### src/rtl/spi_slave.sv
// SPI target endpoint: oversampled sclk/cs_n/mosi, AXI-Stream rx/tx.
// Words move MSB first; CPOL/CPHA are taken from SPI_MODE.
module spi_slave #(
  parameter int DATA_WIDTH = 8,
  parameter int SPI_MODE   = 0
) (
  input  logic                  clk,
  input  logic                  rst_n,
  input  logic [DATA_WIDTH-1:0] s_axis_tdata,
  input  logic                  s_axis_tvalid,
  output logic                  s_axis_tready,
  output logic [DATA_WIDTH-1:0] m_axis_tdata,
  output logic                  m_axis_tvalid,
  input  logic                  m_axis_tready,
  input  logic                  sclk,
  input  logic                  cs_n,
  input  logic                  mosi,
  output logic                  miso,
  output logic                  miso_oe,
  output logic                  busy,
  output logic                  rx_overrun_error,
  output logic                  tx_underrun_error,
  output logic                  frame_error
);

  localparam logic CPOL = 1'((SPI_MODE >> 1) & 1);
  localparam logic CPHA = 1'(SPI_MODE & 1);
  localparam int   CW   = $clog2(DATA_WIDTH + 1);
  localparam int   DW   = DATA_WIDTH;

  typedef enum logic [1:0] {
    IDLE,
    LOAD,
    SHIFT
  } state_t;

  logic sclk_s1_q, sclk_s2_q, sclk_h_q;
  logic cs_s1_q, cs_s2_q, cs_h_q;
  logic mosi_s1_q, mosi_s2_q;
  logic warm_q, armed_q;

  state_t        state_q, state_d;
  logic [DW-1:0] tx_q, tx_d;
  logic [DW-1:0] rx_q, rx_d;
  logic [CW-1:0] cnt_q, cnt_d;
  logic [DW-1:0] hold_q, hold_d;
  logic          hold_v_q, hold_v_d;
  logic [DW-1:0] m_data_q, m_data_d;
  logic          m_valid_q, m_valid_d;
  logic          first_q, first_d;
  logic          rld_q, rld_d;
  logic          upend_q, upend_d;
  logic          ov_q, ov_d;
  logic          ur_q, ur_d;
  logic          fe_q, fe_d;

  logic lead, trail, smp, shf;
  logic cs_fall, cs_rise;
  logic reload;

  always_ff @(posedge clk or negedge rst_n) begin
    if (!rst_n) begin
      sclk_s1_q <= CPOL;
      sclk_s2_q <= CPOL;
      sclk_h_q  <= CPOL;
      cs_s1_q   <= 1'b1;
      cs_s2_q   <= 1'b1;
      cs_h_q    <= 1'b1;
      mosi_s1_q <= 1'b0;
      mosi_s2_q <= 1'b0;
      warm_q    <= 1'b0;
      armed_q   <= 1'b0;
    end else begin
      sclk_s1_q <= sclk;
      sclk_s2_q <= sclk_s1_q;
      sclk_h_q  <= sclk_s2_q;
      cs_s1_q   <= cs_n;
      cs_s2_q   <= cs_s1_q;
      cs_h_q    <= cs_s2_q;
      mosi_s1_q <= mosi;
      mosi_s2_q <= mosi_s1_q;
      warm_q    <= 1'b1;
      // a frame already running at reset release must not be joined
      armed_q   <= armed_q | (warm_q & cs_s1_q & cs_s2_q);
    end
  end

  assign lead    = !cs_s2_q && (sclk_h_q == CPOL) && (sclk_s2_q != CPOL);
  assign trail   = !cs_s2_q && (sclk_h_q != CPOL) && (sclk_s2_q == CPOL);
  assign smp     = CPHA ? trail : lead;
  assign shf     = CPHA ? lead : trail;
  assign cs_fall = armed_q && cs_h_q && !cs_s2_q;
  assign cs_rise = !cs_h_q && cs_s2_q;

  always_comb begin
    state_d   = state_q;
    tx_d      = tx_q;
    rx_d      = rx_q;
    cnt_d     = cnt_q;
    hold_d    = hold_q;
    hold_v_d  = hold_v_q;
    m_data_d  = m_data_q;
    m_valid_d = m_valid_q;
    first_d   = first_q;
    rld_d     = rld_q;
    upend_d   = upend_q;
    ov_d      = 1'b0;
    ur_d      = 1'b0;
    fe_d      = 1'b0;
    reload    = 1'b0;

    if (m_valid_q && m_axis_tready) m_valid_d = 1'b0;

    unique case (state_q)
      IDLE: begin
        if (cs_fall) begin
          reload  = 1'b1;
          ur_d    = !hold_v_q;
          cnt_d   = '0;
          state_d = LOAD;
        end
      end
      LOAD: begin
        first_d = 1'b1;
        rld_d   = 1'b0;
        upend_d = 1'b0;
        state_d = SHIFT;
      end
      SHIFT: begin
        if (shf) begin
          if (CPHA && first_q) begin
            first_d = 1'b0;
          end else if (!CPHA && rld_q) begin
            reload  = 1'b1;
            rld_d   = 1'b0;
            upend_d = !hold_v_q;
          end else begin
            tx_d = {tx_q[DW-2:0], 1'b0};
          end
        end
        if (smp) begin
          rx_d = {rx_q[DW-2:0], mosi_s2_q};
          // an empty reload is only an error once the next word begins
          if (upend_q) begin
            ur_d    = 1'b1;
            upend_d = 1'b0;
          end
          if (cnt_q == CW'(DW - 1)) begin
            cnt_d = '0;
            if (!m_valid_q || m_axis_tready) begin
              m_data_d  = {rx_q[DW-2:0], mosi_s2_q};
              m_valid_d = 1'b1;
            end else begin
              ov_d = 1'b1;
            end
            if (CPHA) begin
              reload  = 1'b1;
              first_d = 1'b1;
              upend_d = !hold_v_q;
            end else begin
              rld_d = 1'b1;
            end
          end else begin
            cnt_d = cnt_q + CW'(1);
          end
        end
      end
      default: state_d = IDLE;
    endcase

    if (reload) begin
      tx_d     = hold_v_q ? hold_q : '0;
      hold_v_d = 1'b0;
    end
    if (s_axis_tvalid && !hold_v_q) begin
      hold_d   = s_axis_tdata;
      hold_v_d = 1'b1;
    end

    if (cs_rise) begin
      fe_d    = (cnt_q != '0);
      cnt_d   = '0;
      rld_d   = 1'b0;
      upend_d = 1'b0;
      first_d = 1'b0;
      state_d = IDLE;
    end
  end

  always_ff @(posedge clk or negedge rst_n) begin
    if (!rst_n) begin
      state_q   <= IDLE;
      tx_q      <= '0;
      rx_q      <= '0;
      cnt_q     <= '0;
      hold_q    <= '0;
      hold_v_q  <= 1'b0;
      m_data_q  <= '0;
      m_valid_q <= 1'b0;
      first_q   <= 1'b0;
      rld_q     <= 1'b0;
      upend_q   <= 1'b0;
      ov_q      <= 1'b0;
      ur_q      <= 1'b0;
      fe_q      <= 1'b0;
    end else begin
      state_q   <= state_d;
      tx_q      <= tx_d;
      rx_q      <= rx_d;
      cnt_q     <= cnt_d;
      hold_q    <= hold_d;
      hold_v_q  <= hold_v_d;
      m_data_q  <= m_data_d;
      m_valid_q <= m_valid_d;
      first_q   <= first_d;
      rld_q     <= rld_d;
      upend_q   <= upend_d;
      ov_q      <= ov_d;
      ur_q      <= ur_d;
      fe_q      <= fe_d;
    end
  end

  assign s_axis_tready     = !hold_v_q;
  assign m_axis_tdata      = m_data_q;
  assign m_axis_tvalid     = m_valid_q;
  assign miso              = (state_q == SHIFT) && tx_q[DW-1];
  assign miso_oe           = (state_q == SHIFT);
  assign busy              = (state_q != IDLE);
  assign rx_overrun_error  = ov_q;
  assign tx_underrun_error = ur_q;
  assign frame_error       = fe_q;

endmodule

### config.mk
export PLATFORM = sky130hd
export DESIGN_NAME = spi_slave
export DESIGN_NICKNAME = d
export VERILOG_FILES = /design/src/rtl/spi_slave.sv
export SDC_FILE = /design/constraint.sdc
export NUM_CORES = 1
export LEC_CHECK = 0
export ABC_AREA = 1
export CAP_MARGIN = 10
export CORE_MARGIN = 2
export CORE_UTILIZATION = 35
export DETAILED_ROUTE_END_ITERATION = 8
export GPL_ROUTABILITY_DRIVEN = 0
export GPL_TIMING_DRIVEN = 0
export PLACE_DENSITY = 0.52
export SYNTH_ARGS = -nofsm -noshare
export SYNTH_HDL_FRONTEND = slang
export SYNTH_SLANG_ARGS = --single-unit
### constraint.sdc
create_clock -name clk -period 2 [get_ports clk]
set_clock_uncertainty 0.15 [all_clocks]
set_input_delay 0.6 -clock clk [delete_from_list [all_inputs] [get_ports clk]]
set_output_delay 0.6 -clock clk [all_outputs]
set_load 0.02 [all_outputs]
==> impl_results.md <==
- Skew-Pair Late Insertion Delay: 0.31 ns
- Vias/cell: about 4.6
- Worst path cell trace: nor2_1 > inv_1 > clkdlybuf4s15_2
- Worst setup path class: reg2out
- Worst Path Max Fanout: 3
- CP max stage cell: dfrtp_1
- Most frequent cells in the layout: nand2_1, dfrtp_1, inv_1, nand3_1
- Multi-input gate area: roughly 800 um2
- Initial antenna violation count: 0
- Share of layout cells above drive strength 1: 0.183
- WP data required: around 1.3 ns
- First-pass GRT wire length: around 7200 um
- Die area: 7190 um2
- Syn nets: ~250
- Outcome: finished clean
- Grt ovf: 0
- Sum of negative setup slack: 0 ns
- Peak VDD IR: between 0.4 and 0.5 mV
- RSZ-0062 raised after global routing: true
- CTS max path bufs: 2
- Final core occ: 0.440
- Area Overhead vs Synth: 22.1%
- Die Ht: between 80 and 90 um
- Min-delay worst type: in2async
- Post-DP HPWL: between 2000 and 3000 um
- Cells after Synth: between 200 and 250
- Seq/Total Area, Yosys: 0.593
- Initial DRC count: approximately 70
- Antenna Nets Post-Route: 0
- Synth Area in XOR/XNOR: 0
- Crit path capture type: primary output
- CTS Buf Count: 5
- First-pass DRT Iterations: 4
- Final slew viol count: 0
- Core area: roughly 6300 um2
- CTS sink cnt: 54
- I/O pin count: 31
- Filler Cells Inserted: roughly 600
- CTS Hold Bufs: 0
- CP max stage delay: 0.41 ns
- # setup viols final: 0
- Reg2reg start: state_q[0]
- Largest family of logic cells by synthesized area: simple AND/OR/NAND/NOR gates
- Average size of a mapped cell: 9.65 um2
- CTS tree: done
- R2R cell count: 10
- Cell taking the most area after synthesis: dfrtp_1
- Synth Cell Area: about 2300 um2
- Total Wirelength: between 4000 and 5000 um
- Family with the most delay on the worst path: flip-flops
- Synth area leaders: dfrtp_1, nand2_1, nand3_1
- Most common cell after layout, fill and taps aside: nand2_1
- PnR worst setup slack: 0.0505 ns
- Largest net degree at the start of global routing: 37
- # DRC: 0
- FF-to-FF setup slack: between 0.3 and 0.4 ns
- Post-synthesis async set-or-reset flop share: 1.00
- Crit path time final: between 1.5 and 2 ns
- Place WS: -0.0708 ns
- Crit path DAT: around 1.2 ns
- Leak: 1.39 nW
- Power per standard cell area: slightly below 1000 nW/um2
- Post-DP Area: 2700 um2
- Buf/Inv on CP: 2
- Tot GR Track Use: 0.126
- Via count: about 1600
- Max_cap viols: 0
- Post-Synth Adder-Cell Area: 0.0109
- Top FF cell, synth: dfrtp_1
- Reg area: 1360 um2
- H-tree depth: 2
- Die Wd: 84.8 um
- Ant diodes: 0
- Max Fclk: 513 MHz
- Worst Setup Start Kind: flop
- Final period util: 0.975
- Post-DR wirelength/cell: 11.4 um
- Hold Violations, Final: 0
- Synth Register Bits: 54
- FF-to-FF End: m_axis_tdata[6]
- Initial Utilization: 0.360
- Synth Area in Simple Gates: 0.233
- Synth Warn #: 0
- Nets: approximately 290
- Final instance area: between 2000 and 3000 um2
- FP Rows: 29
- Number of global-route vias before repair: approximately 1600
- Clock transition at path regs: approximately 0.1 ns
- Complex-gate fraction of the synthesized area: 0.0668
- Yosys top cell area share: 0.558
- CTS root buf: clkbuf_8
- Logic depth of the worst path, buffers included: 3
- Synth cell types: 28
- Mux share of post-synthesis cell area: 0.0394
- Port bufs: 30
- EDFF count, synth: 0
==> worst register-to-register path, stage by stage (launching register included) <==
cell and delay [ns]:
dfrtp_1 0.39, inv_2 0.07, nand2_2 0.11, inv_4 0.09, buf_4 0.13, nand3_4 0.11
nor2_4 0.17, nand2_4 0.09, buf_6 0.16, nand2_1 0.08, o21ai_2 0.05
==> cells in the mapped netlist, types with 3 or more instances <==
cell,number
nand2_1,63
dfrtp_1,51
inv_1,24
nand3_1,24
nor2_1,13
o21ai_0,13
mux2_2,8
o21ai_2,6
a21oi_1,4
nand4_1,4
dfstp_2,3
inv_2,3
nand2_2,3
==> registers in the layout, summed over array words and instances (netlist names), 2 cells and up <==
name          flops
m_axis_tdata      8
state_q           2
hold_q            8
tx_q              8
rx_q              7
cnt_q             4
==> how the worst max path moves through the flow <==
stage,from,to,slack (ns)
floorplan,state_q[0],miso,0.43
CTS,frame_error,frame_error,0.003
finish,state_q[1],busy,0.05
global route,state_q[1],busy,-0.03
global placement,rst_n,hold_q[5],-1.56
detailed placement,state_q[0],miso,-0.07
==> repair_timing <==
item,in CTS,in global routing
setup endpoints to repair,15,4
resized for setup,23,3
setup buffers,0,2
==> power by group <==
part	internal, mW	switching, mW
registers	1.33	0.125
logic	0.292	0.379
clock network	0.253	0.378
total	1.87	0.882
==> routing by layer <==
metal  up-vias  wire [um]  part of all wire  global-route usage
met5         -          0                 0                   0
met4         0         59             0.015              0.0433
met3         7        207             0.051              0.0379
met2        33       1780              0.44               0.193
met1       757       2000              0.49               0.171
li1        835          -                 -                   -
==> cells by family (layout without fill, tap and decap cells) <==
family          count (synthesis)  after routing
simple gates                  116            116
flops                          54             54
buf+inv                        31             72
compound gates                 25             25
mux                             8              8
fa+ha+maj                       2              2
other cells                     1              1
==> area by class of cell <==
type,count,area share
Inverter,28,0.0385
Buffer,3,0.00717
Multi-Input combinational cell,152,0.289
Sequential cell,54,0.485
Clock buffer,5,0.0247
Clock inverter,3,0.00941
Tap cell,77,0.0345
Timing Repair Buffer,33,0.112
==> stage by stage <==
step / hold slack [ns] / std cells / power (mW)
floorplan: 0.154 / 237 / 1.93
global placement: 0.182 / 344 / 2.14
detailed placement: 0.188 / 345 / 2.16
CTS: 0.0802 / 353 / 2.78
global route: 0.0936 / 355 / 2.98
finish: 0.0697 / 355 / 2.76
Note: power is estimated with default switching activity, not from simulation.
